**src/rtl/knight_pkg.sv**
```systemverilog
// knight_pkg: shared sprite geometry, animation timing and state types for the knight renderer.
package knight_pkg;
  localparam int SPRITE_W    = 50;
  localparam int SPRITE_H    = 64;
  localparam int NUM_FRAMES  = 4;
  localparam int FRAME_TICKS = 8;
  localparam int ADDR_W      = 14;
  localparam int FRAME_WORDS = SPRITE_W * SPRITE_H;
  localparam int TICK_W      = $clog2(FRAME_TICKS);
  localparam logic [2:0] TRANSPARENT_IDX = 3'd0;
  typedef enum logic {IDLE, WALK} anim_state_t;
endpackage

```
**src/rtl/knight_anim_fsm.sv**
```systemverilog
// knight_anim_fsm: per-video-frame walk animation; all state moves only on frame_tick.
module knight_anim_fsm
  import knight_pkg::*;
(
  input  logic       vga_clk,
  input  logic       reset_n,
  input  logic       frame_tick,
  input  logic       walking,
  input  logic       facing_left,
  output logic [1:0] anim_frame,
  output logic       facing_q
);
  anim_state_t       state, state_n;
  logic [TICK_W-1:0] tick_cnt, tick_cnt_n;
  logic [1:0]        anim_frame_n;
  logic              facing_n;
  always_ff @(posedge vga_clk or negedge reset_n)
    if (!reset_n) begin
      state      <= IDLE;
      tick_cnt   <= '0;
      anim_frame <= '0;
      facing_q   <= 1'b0;
    end else begin
      state      <= state_n;
      tick_cnt   <= tick_cnt_n;
      anim_frame <= anim_frame_n;
      facing_q   <= facing_n;
    end
  always_comb begin
    state_n      = state;
    tick_cnt_n   = tick_cnt;
    anim_frame_n = anim_frame;
    facing_n     = facing_q;
    if (frame_tick) begin
      facing_n = facing_left;
      if (state == IDLE || !walking) begin
        state_n      = walking && state == IDLE ? WALK : IDLE;
        tick_cnt_n   = '0;
        anim_frame_n = '0;
      end else if (tick_cnt == TICK_W'(FRAME_TICKS - 1)) begin
        tick_cnt_n   = '0;
        anim_frame_n = anim_frame == 2'(NUM_FRAMES - 1) ? 2'd0 : anim_frame + 2'd1;
      end else begin
        tick_cnt_n = tick_cnt + TICK_W'(1);
      end
    end
  end
endmodule

```
**src/rtl/knight_sprite_renderer.sv**
```systemverilog
// knight_sprite_renderer: box test and mirrored ROM address per pixel, with a 2-stage
// pipeline registering the returned palette index and opacity flag.
module knight_sprite_renderer
  import knight_pkg::*;
(
  input  logic              vga_clk,
  input  logic              reset_n,
  input  logic              frame_tick,
  input  logic [9:0]        DrawX,
  input  logic [9:0]        DrawY,
  input  logic [9:0]        pos_x,
  input  logic [9:0]        pos_y,
  input  logic              walking,
  input  logic              facing_left,
  output logic [ADDR_W-1:0] rom_address,
  input  logic [2:0]        rom_q,
  output logic [2:0]        sprite_index,
  output logic              sprite_hit,
  output logic [1:0]        anim_frame
);
  logic [10:0]       dx, dy, col;
  logic              in_box, in_box_d1, facing_q;
  logic [ADDR_W-1:0] addr;
  knight_anim_fsm u_anim (
    .vga_clk     (vga_clk),
    .reset_n     (reset_n),
    .frame_tick  (frame_tick),
    .walking     (walking),
    .facing_left (facing_left),
    .anim_frame  (anim_frame),
    .facing_q    (facing_q)
  );
  // 11-bit differences: a pixel left of / above the corner wraps large and fails the box test
  always_comb begin
    dx     = {1'b0, DrawX} - {1'b0, pos_x};
    dy     = {1'b0, DrawY} - {1'b0, pos_y};
    in_box = (dx < 11'(SPRITE_W)) && (dy < 11'(SPRITE_H));
    col    = facing_q ? 11'(SPRITE_W - 1) - dx : dx;
    addr   = ADDR_W'(anim_frame) * ADDR_W'(FRAME_WORDS) + ADDR_W'(dy) * ADDR_W'(SPRITE_W) + ADDR_W'(col);
  end
  always_ff @(posedge vga_clk or negedge reset_n)
    if (!reset_n) begin
      rom_address  <= '0;
      in_box_d1    <= 1'b0;
      sprite_index <= '0;
      sprite_hit   <= 1'b0;
    end else begin
      rom_address  <= in_box ? addr : '0;
      in_box_d1    <= in_box;
      sprite_index <= rom_q;
      sprite_hit   <= in_box_d1 && rom_q != TRANSPARENT_IDX;
    end
endmodule

```
**config.mk**
```make
export PLATFORM = sky130hd
export DESIGN_NAME = knight_sprite_renderer
export DESIGN_NICKNAME = d
export VERILOG_FILES = /design/src/rtl/knight_pkg.sv /design/src/rtl/knight_anim_fsm.sv /design/src/rtl/knight_sprite_renderer.sv
export SDC_FILE = /design/constraint.sdc
export NUM_CORES = 1
export LEC_CHECK = 0
export ABC_AREA = 1
export BUFFER_PORTS_ARGS = -buffer_cell sky130_fd_sc_hd__buf_4
export CORE_MARGIN = 3
export CORE_UTILIZATION = 40
export CTS_CLUSTER_DIAMETER = 30
export DETAILED_ROUTE_END_ITERATION = 6
export HOLD_SLACK_MARGIN = 0.05
export SLEW_MARGIN = 20
export SYNTH_ARGS = -nofsm -noshare
export SYNTH_HDL_FRONTEND = slang
export SYNTH_HIERARCHICAL = 1
export SYNTH_SLANG_ARGS = --single-unit
```
**constraint.sdc**
```tcl
create_clock -name vga_clk -period 4.9 [get_ports vga_clk]
set_input_delay 0.245 -clock vga_clk [delete_from_list [all_inputs] [get_ports vga_clk]]
set_output_delay 0.245 -clock vga_clk [all_outputs]
set_load 0.03 [all_outputs]
```
# [Word-level counts from Yosys, hierarchy flattened]
# Index checks and enable logic that the tools add are counted.
[word_totals] reg_bits=26 out_inout_bits=20
[classes] add_sub_neg=7 n_mul=2 magnitude_cmp=2 n_eq_ne=2 mux=8 bitwise=1 n_reduce_logical=9
[ops] operator="10-bit by 10-bit subtractor with 11-bit output" n=2
[ops] operator="14-bit by 11-bit adder with 14-bit output" n=1
[ops] operator="14-bit adder" n=1
[ops] operator="14-bit 2-to-1 mux" n=1
[ops] operator="11-bit by 5-bit multiplier with 13-bit output (second input constant)" n=1
[ops] operator="11-bit by 6-bit < comparator with 1-bit output (second input constant)" n=1
[ops] operator="11-bit by 7-bit < comparator with 1-bit output (second input constant)" n=1
[ops] operator="11-bit 2-to-1 mux" n=1
[ops] operator="6-bit by 11-bit subtractor with 11-bit output (first input constant)" n=1
[ops] operator="2-bit by 5-bit multiplier with 7-bit output (second input constant)" n=1
[ops] operator="2-bit 2-to-1 mux" n=3
[ops] operator="3-bit 2-to-1 mux" n=2
[ops] operator="2-bit AND reduction" n=2
[ops] operator="3-bit by 1-bit adder with 3-bit output (second input constant)" n=1
[ops] operator="3-bit == test (second input constant)" n=1
[ops] operator="1-bit logical AND" n=3
[ops] operator="3-bit nonzero test" n=1
[ops] operator="2-bit by 1-bit adder with 2-bit output (second input constant)" n=1
[ops] operator="2-bit == test (second input constant)" n=1
[ops] operator="2-bit nonzero test" n=1
[ops] operator="1-bit zero test" n=1
[ops] operator="1-bit logical OR" n=1
[ops] operator="1-bit 2-to-1 mux" n=1
[ops] operator="1-bit NOT" n=1

# [Longest topological paths before layout]
[depth] word_depth=5 ltp_mapped=32 depth_no_buf=31

# [By module]
# Netlist, hierarchy kept.
[by_module_without_submodules] module="knight_sprite_renderer" n_inst=1 cells_per_inst=463 area_each_um2=3377.0
[by_module_without_submodules] module="knight_anim_fsm" n_inst=1 cells_per_inst=39 area_each_um2=345.3

# [Worst setup path after synthesis]
# OpenSTA, ideal clock, no wires.
[synth_path] path_type="in2reg" from="input port DrawY[0]" to="register rom_address[11]" setup_time_ns=0.120 t_arrival_ns=4.646 setup_slack_ns=0.133 cell_stages=26 path_buffers=0 path_cell_list="inv_1 ha_1 inv_1 fa_1 nand3_1 nand3_1 xor2_1 ha_1 ha_1 inv_1 fa_1 inv_1 ha_1 xnor2_1 fa_1 inv_1 ha_1 nand2_1 a21oi_1 a211oi_1 nand2_1 nand2_1 nand2_1 a21oi_1 xor2_1 nor2_2"
[synth_between] elab_chain_cells=5
[synth_rtl] element="start, declared" line="knight_sprite_renderer.sv:10" rtl="input logic [9:0] DrawY,"
[synth_rtl] element="10-bit by 10-bit subtractor with 11-bit output (*)" line="knight_sprite_renderer.sv:36" rtl="dy = {1'b0, DrawY} - {1'b0, pos_y};"
[synth_rtl] element="11-bit by 5-bit multiplier with 13-bit output" line="knight_sprite_renderer.sv:39" rtl="addr = ADDR_W'(anim_frame) * ADDR_W'(FRAME_WORDS) + ADDR_W'(dy) * ADDR_W'(SPRITE_W) + ADDR_W'(col);"
[synth_rtl] element="14-bit adder" line="knight_sprite_renderer.sv:39"
[synth_rtl] element="14-bit by 11-bit adder with 14-bit output" line="knight_sprite_renderer.sv:39"
[synth_rtl] element="14-bit 2-to-1 mux (*)" line="knight_sprite_renderer.sv:48" rtl="rom_address <= in_box ? addr : '0;"
[synth_rtl] element="end signal, assigned" line="knight_sprite_renderer.sv:48"
[synth_rtl] element="end, declared" line="knight_sprite_renderer.sv:15" rtl="output logic [ADDR_W-1:0] rom_address,"
# Mark *: on every way between the ends. The rest lies on a longest branch, timed or not.
# A chain may end at the register's enable or synchronous reset.

# [Worst setup path after layout]
[layout_path] from="input port pos_y[2]" to="register rom_address[13]"
[layout_between] elab_chain_cells=5
[layout_rtl] element="start, declared" line="knight_sprite_renderer.sv:12" rtl="input logic [9:0] pos_y,"
[layout_rtl] element="10-bit by 10-bit subtractor with 11-bit output (*)" line="knight_sprite_renderer.sv:36"
[layout_rtl] element="11-bit by 5-bit multiplier with 13-bit output" line="knight_sprite_renderer.sv:39"
[layout_rtl] element="14-bit adder" line="knight_sprite_renderer.sv:39"
[layout_rtl] element="14-bit by 11-bit adder with 14-bit output" line="knight_sprite_renderer.sv:39"
[layout_rtl] element="14-bit 2-to-1 mux (*)" line="knight_sprite_renderer.sv:48"
# Marked as above.

==> impl_results.md <==
* Clock tree root driver cell: sky130_fd_sc_hd__clkbuf_8
* Cell area after synthesis at ~0.0037 mm²
* Sequential power share at 6.0%
* Count of nets after finishing at 741
* CTS H-tree lvls at 1
* Hpwl dp at 6.85 mm
* Dominant synthesized flop cell: sky130_fd_sc_hd__dfrtp_1
* Proportion of register bits with asynchronous set or reset after synthesis at between 90% and 100%
* Delay contributed by the slowest stage of the critical path at 0.52 ns
* Outcome: finished clean
* Clock transition time at the flip-flop clock pins of the worst setup and hold paths at 0.09 ns
* Reg-to-reg critical path endpoint: rom_address[12]
* Switching part of the total at 47.1%
* Critical path type: in -> reg
* Number of enable-type register cells in the synthesized netlist at 0
* Hold Vio Cnt, Final at 0
* Number of CTS-inserted buffers at 3
* ANT nets after route at 0
* Yosys Warn Count at 6
* Clock network power share at 4.8%
* WP data required at 5.08 ns
* Clock Skews at 0.00792 ns
* I/O Pins at 68
* Detail Route met2 WL at 3.80 mm
* Number of search-and-repair iterations in the first detailed-routing pass at 4
* CP Launch Type: primary input
* Buffers from clock root to sink, at most at 2
* Diode insertion count for antenna repair at 0
* Met3 wire length at 287 µm
* Clock tree from TritonCTS: yes
* Wire length after detailed routing at 7.83 mm
* Share of post-route cells with drive strength above 1 at around a quarter
* Highest clock rate at 0.215 GHz
* Post-detailed-route DRC marker count at 0
* Worst hold margin at approximately 0.08 ns
* FF/Latch Area at 651 µm²
* Power Density at around 770 mW/mm²
* Crit path from: pos_y[2]
* Wire length of the first global-routing pass at 13.3 mm
* Number of distinct library cells after synthesis at 33
* Slew margin rel. at approximately two thirds
* Top cells by count, synth: sky130_fd_sc_hd__inv_1, sky130_fd_sc_hd__nand2_1, sky130_fd_sc_hd__ha_1
* Clk Latency, worst-skew pair at approximately 0.27 ns
* Effective utilization at floorplan at 41.9%
* Slowest library cell on the worst path: sky130_fd_sc_hd__fa_1
* CP Max Fanout at 4
* Die area at 0.0105 mm²
* Placer Congestion at 0.817
* Total routed wire length on the met1 layer at 3.69 mm
* Top routing layer in use: met4
* R2r worst-path depth at 14
* Std-Cell Core Area at just under 0.009 mm²
* Source of the worst register-to-register timing path: u_anim/facing_q
* Fraction of the yosys area taken by sequential cells at 17.5%
* Top-area cell type share of the netlist area at 25.5%
* Capturing instance or port of the critical path: rom_address[13]
* Number of sinks driven by the clock tree at 26
* Min Clock Period, post-route at 4.64 ns
* Number of setup violations in the final report at 0
* Switching power at 0.00174 W
* Cell taking the most area after synthesis: sky130_fd_sc_hd__ha_1
* Input/output buffers at 67
* Layout fillers at 846
* Post-synthesis instance total at approximately 500
* Maximum number of pins on one net before global-route repair at 27
* Synthesized Nets at 637
* Per-instance average area after synthesis at about 7.4 µm²
* Initial antenna violation count at 0
* Data arrival time of the critical path at 4.82 ns
* Average vias per placed instance at about 4.7
* Highest ir drop seen on vdd at roughly 0.54 mV
* Combined global-route utilization of all metal layers at between 10% and 20%
* Power, Total at 0.00369 W
* Final Max Tran Viols at 0
* Iter 0 DRT Violations at 62
* Share of total power in combinational logic at 89.1%
* Share of the clock period used by the worst path at between 90% and 100%
* Static Leakage at 2.74 nW
* Vias in the first global route at about 3200
* Number of synthesized register bits at 26
* Remaining global-route overflow at 0
* Least-Margin Pin Slew at 0.467 ns
* Element type at the critical path end: register
* Multi-input gate area at 0.00281 mm²
* P&R area growth vs syn at 29.6%
* Die Y-Extent at 102 µm
* Internal Dissipation at 0.00196 W
* Width of the die at 102 µm
* Main area contributors after synthesis: sky130_fd_sc_hd__ha_1, sky130_fd_sc_hd__dfrtp_1, sky130_fd_sc_hd__inv_1
* Max-cap check violation count at 0
* Register-to-register setup slack at 1.99 ns
* Wire length per cell after detailed routing at 11.0 µm
* Count of standard-cell rows at 34
* Vias post-DR at between 3000 and 4000
* Worst min path class: in -> reg
per-layer routing:
metal	vias to the layer above	global-route usage, %
li1	1802	-
met1	1511	20.3
met2	60	27.2
met3	4	1.37
met4	0	2.12
met5	-	0
power by group through the flow:
stage | sequential [W] | combinational (W) | clock (W)
final | 0.000223 | 0.00329 | 0.000178
after CTS | 0.000223 | 0.00300 | 0.000184
after global routing | 0.000224 | 0.00372 | 0.000192
after floorplan | 0.000228 | 0.00198 | 0
after global placement | 0.000227 | 0.00292 | 0
after detailed placement | 0.000227 | 0.00297 | 0
per-stage QoR:
stage / std cells / setup TNS [ns] / cell area [µm²] / utilization (%) / worst slack [ns]
6_report: 713 / 0 / 4820 / 54.2 / 0.256
5_1_grt: 713 / -0.00997 / 4820 / 54.2 / -0.00997
4_1_cts: 710 / 0 / 4650 / 52.3 / 0.0429
3_5_place_dp: 705 / -0.722 / 4570 / 51.4 / -0.238
3_3_place_gp: 705 / -0.470 / 4570 / 51.4 / -0.183
2_1_floorplan: 502 / 0 / 3720 / - / 0.133
layout by cell type (no fill, tap or decap), types with 3 or more instances in the layout:
| cell type | synthesis | layout |
|---|---|---|
| sky130_fd_sc_hd__xor2_1 | 22 | 21 |
| sky130_fd_sc_hd__nand3b_1 | 4 | 4 |
| sky130_fd_sc_hd__buf_4 | 0 | 102 |
| sky130_fd_sc_hd__nor2_2 | 10 | 10 |
| sky130_fd_sc_hd__a21oi_2 | 1 | 4 |
| sky130_fd_sc_hd__o21ai_0 | 13 | 11 |
| sky130_fd_sc_hd__a21oi_1 | 27 | 24 |
| sky130_fd_sc_hd__fa_1 | 11 | 10 |
| sky130_fd_sc_hd__dfrtp_1 | 26 | 26 |
| sky130_fd_sc_hd__ha_4 | 0 | 6 |
| sky130_fd_sc_hd__nand2_2 | 2 | 3 |
| sky130_fd_sc_hd__o21ai_1 | 1 | 3 |
| sky130_fd_sc_hd__nand2_1 | 100 | 99 |
| sky130_fd_sc_hd__inv_1 | 100 | 100 |
| sky130_fd_sc_hd__xnor2_1 | 16 | 14 |
| sky130_fd_sc_hd__nor2_1 | 29 | 29 |
| sky130_fd_sc_hd__a21o_1 | 3 | 3 |
| sky130_fd_sc_hd__nand4_1 | 11 | 11 |
| sky130_fd_sc_hd__ha_1 | 76 | 70 |
| sky130_fd_sc_hd__nand3_1 | 29 | 28 |
| sky130_fd_sc_hd__clkbuf_8 | 0 | 3 |
critical path: cells and delay by family:
family / cells / cell delay (ns)
adder cells (fa/ha/maj): 7 / 2.32
AND/OR/NAND/NOR: 11 / 1.00
buffers and inverters: 8 / 0.70
XOR/XNOR: 2 / 0.27
AO/OA/AOI/OAI: 3 / 0.26
area by class of cell:
| class | count | share of cell area, % |
|---|---|---|
| clock buffers | 3 | 0.856 |
| clock inverters | 1 | 0.623 |
| inverters | 102 | 7.94 |
| multi-input cells | 370 | 58.2 |
| flip-flops and latches | 26 | 13.5 |
| well taps | 108 | 2.80 |
| repair buffers | 103 | 16.1 |
worst min-delay path by stage:
stage | cells past startpoint | end | startpoint | slack (ns)
3_3_place_gp | 1 | u_anim/tick_cnt[2] | reset_n | 0.17
4_1_cts | 1 | sprite_index[2] | rom_q[2] | 0.08
5_1_grt | 1 | sprite_index[0] | rom_q[0] | 0.07
2_1_floorplan | 0 | in_box_d1 | reset_n | -0.05
6_report | 1 | sprite_index[2] | rom_q[2] | 0.08
3_5_place_dp | 1 | u_anim/tick_cnt[2] | reset_n | 0.17
registers in the layout, indices dropped and copies added (netlist names):
name	cells
in_box_d1	1
sprite_index	3
u_anim/state	1
u_anim/anim_frame	2
u_anim/facing_q	1
rom_address	14
sprite_hit	1
u_anim/tick_cnt	3
repair_timing:
item,CTS,global route
buffers inserted,0,3
hold buffers,1,0
gates resized for setup,0,23
endpoints found under the setup margin,0,5
hold endpoints to repair,26,0
kinds of logic (layout without fill, tap and decap cells):
logic type	Yosys count	count (layout)	synth area share (%)
AOI/OAI and AO/OA	54	54	8.24
xor gates and xnor gates	39	39	9.38
adders and majority gates	87	87	31.5
buffers and inverters	106	209	11.1
DFF	26	26	17.5
and+or+nand+nor	190	190	22.3
(Power assumes the default switching activity.)
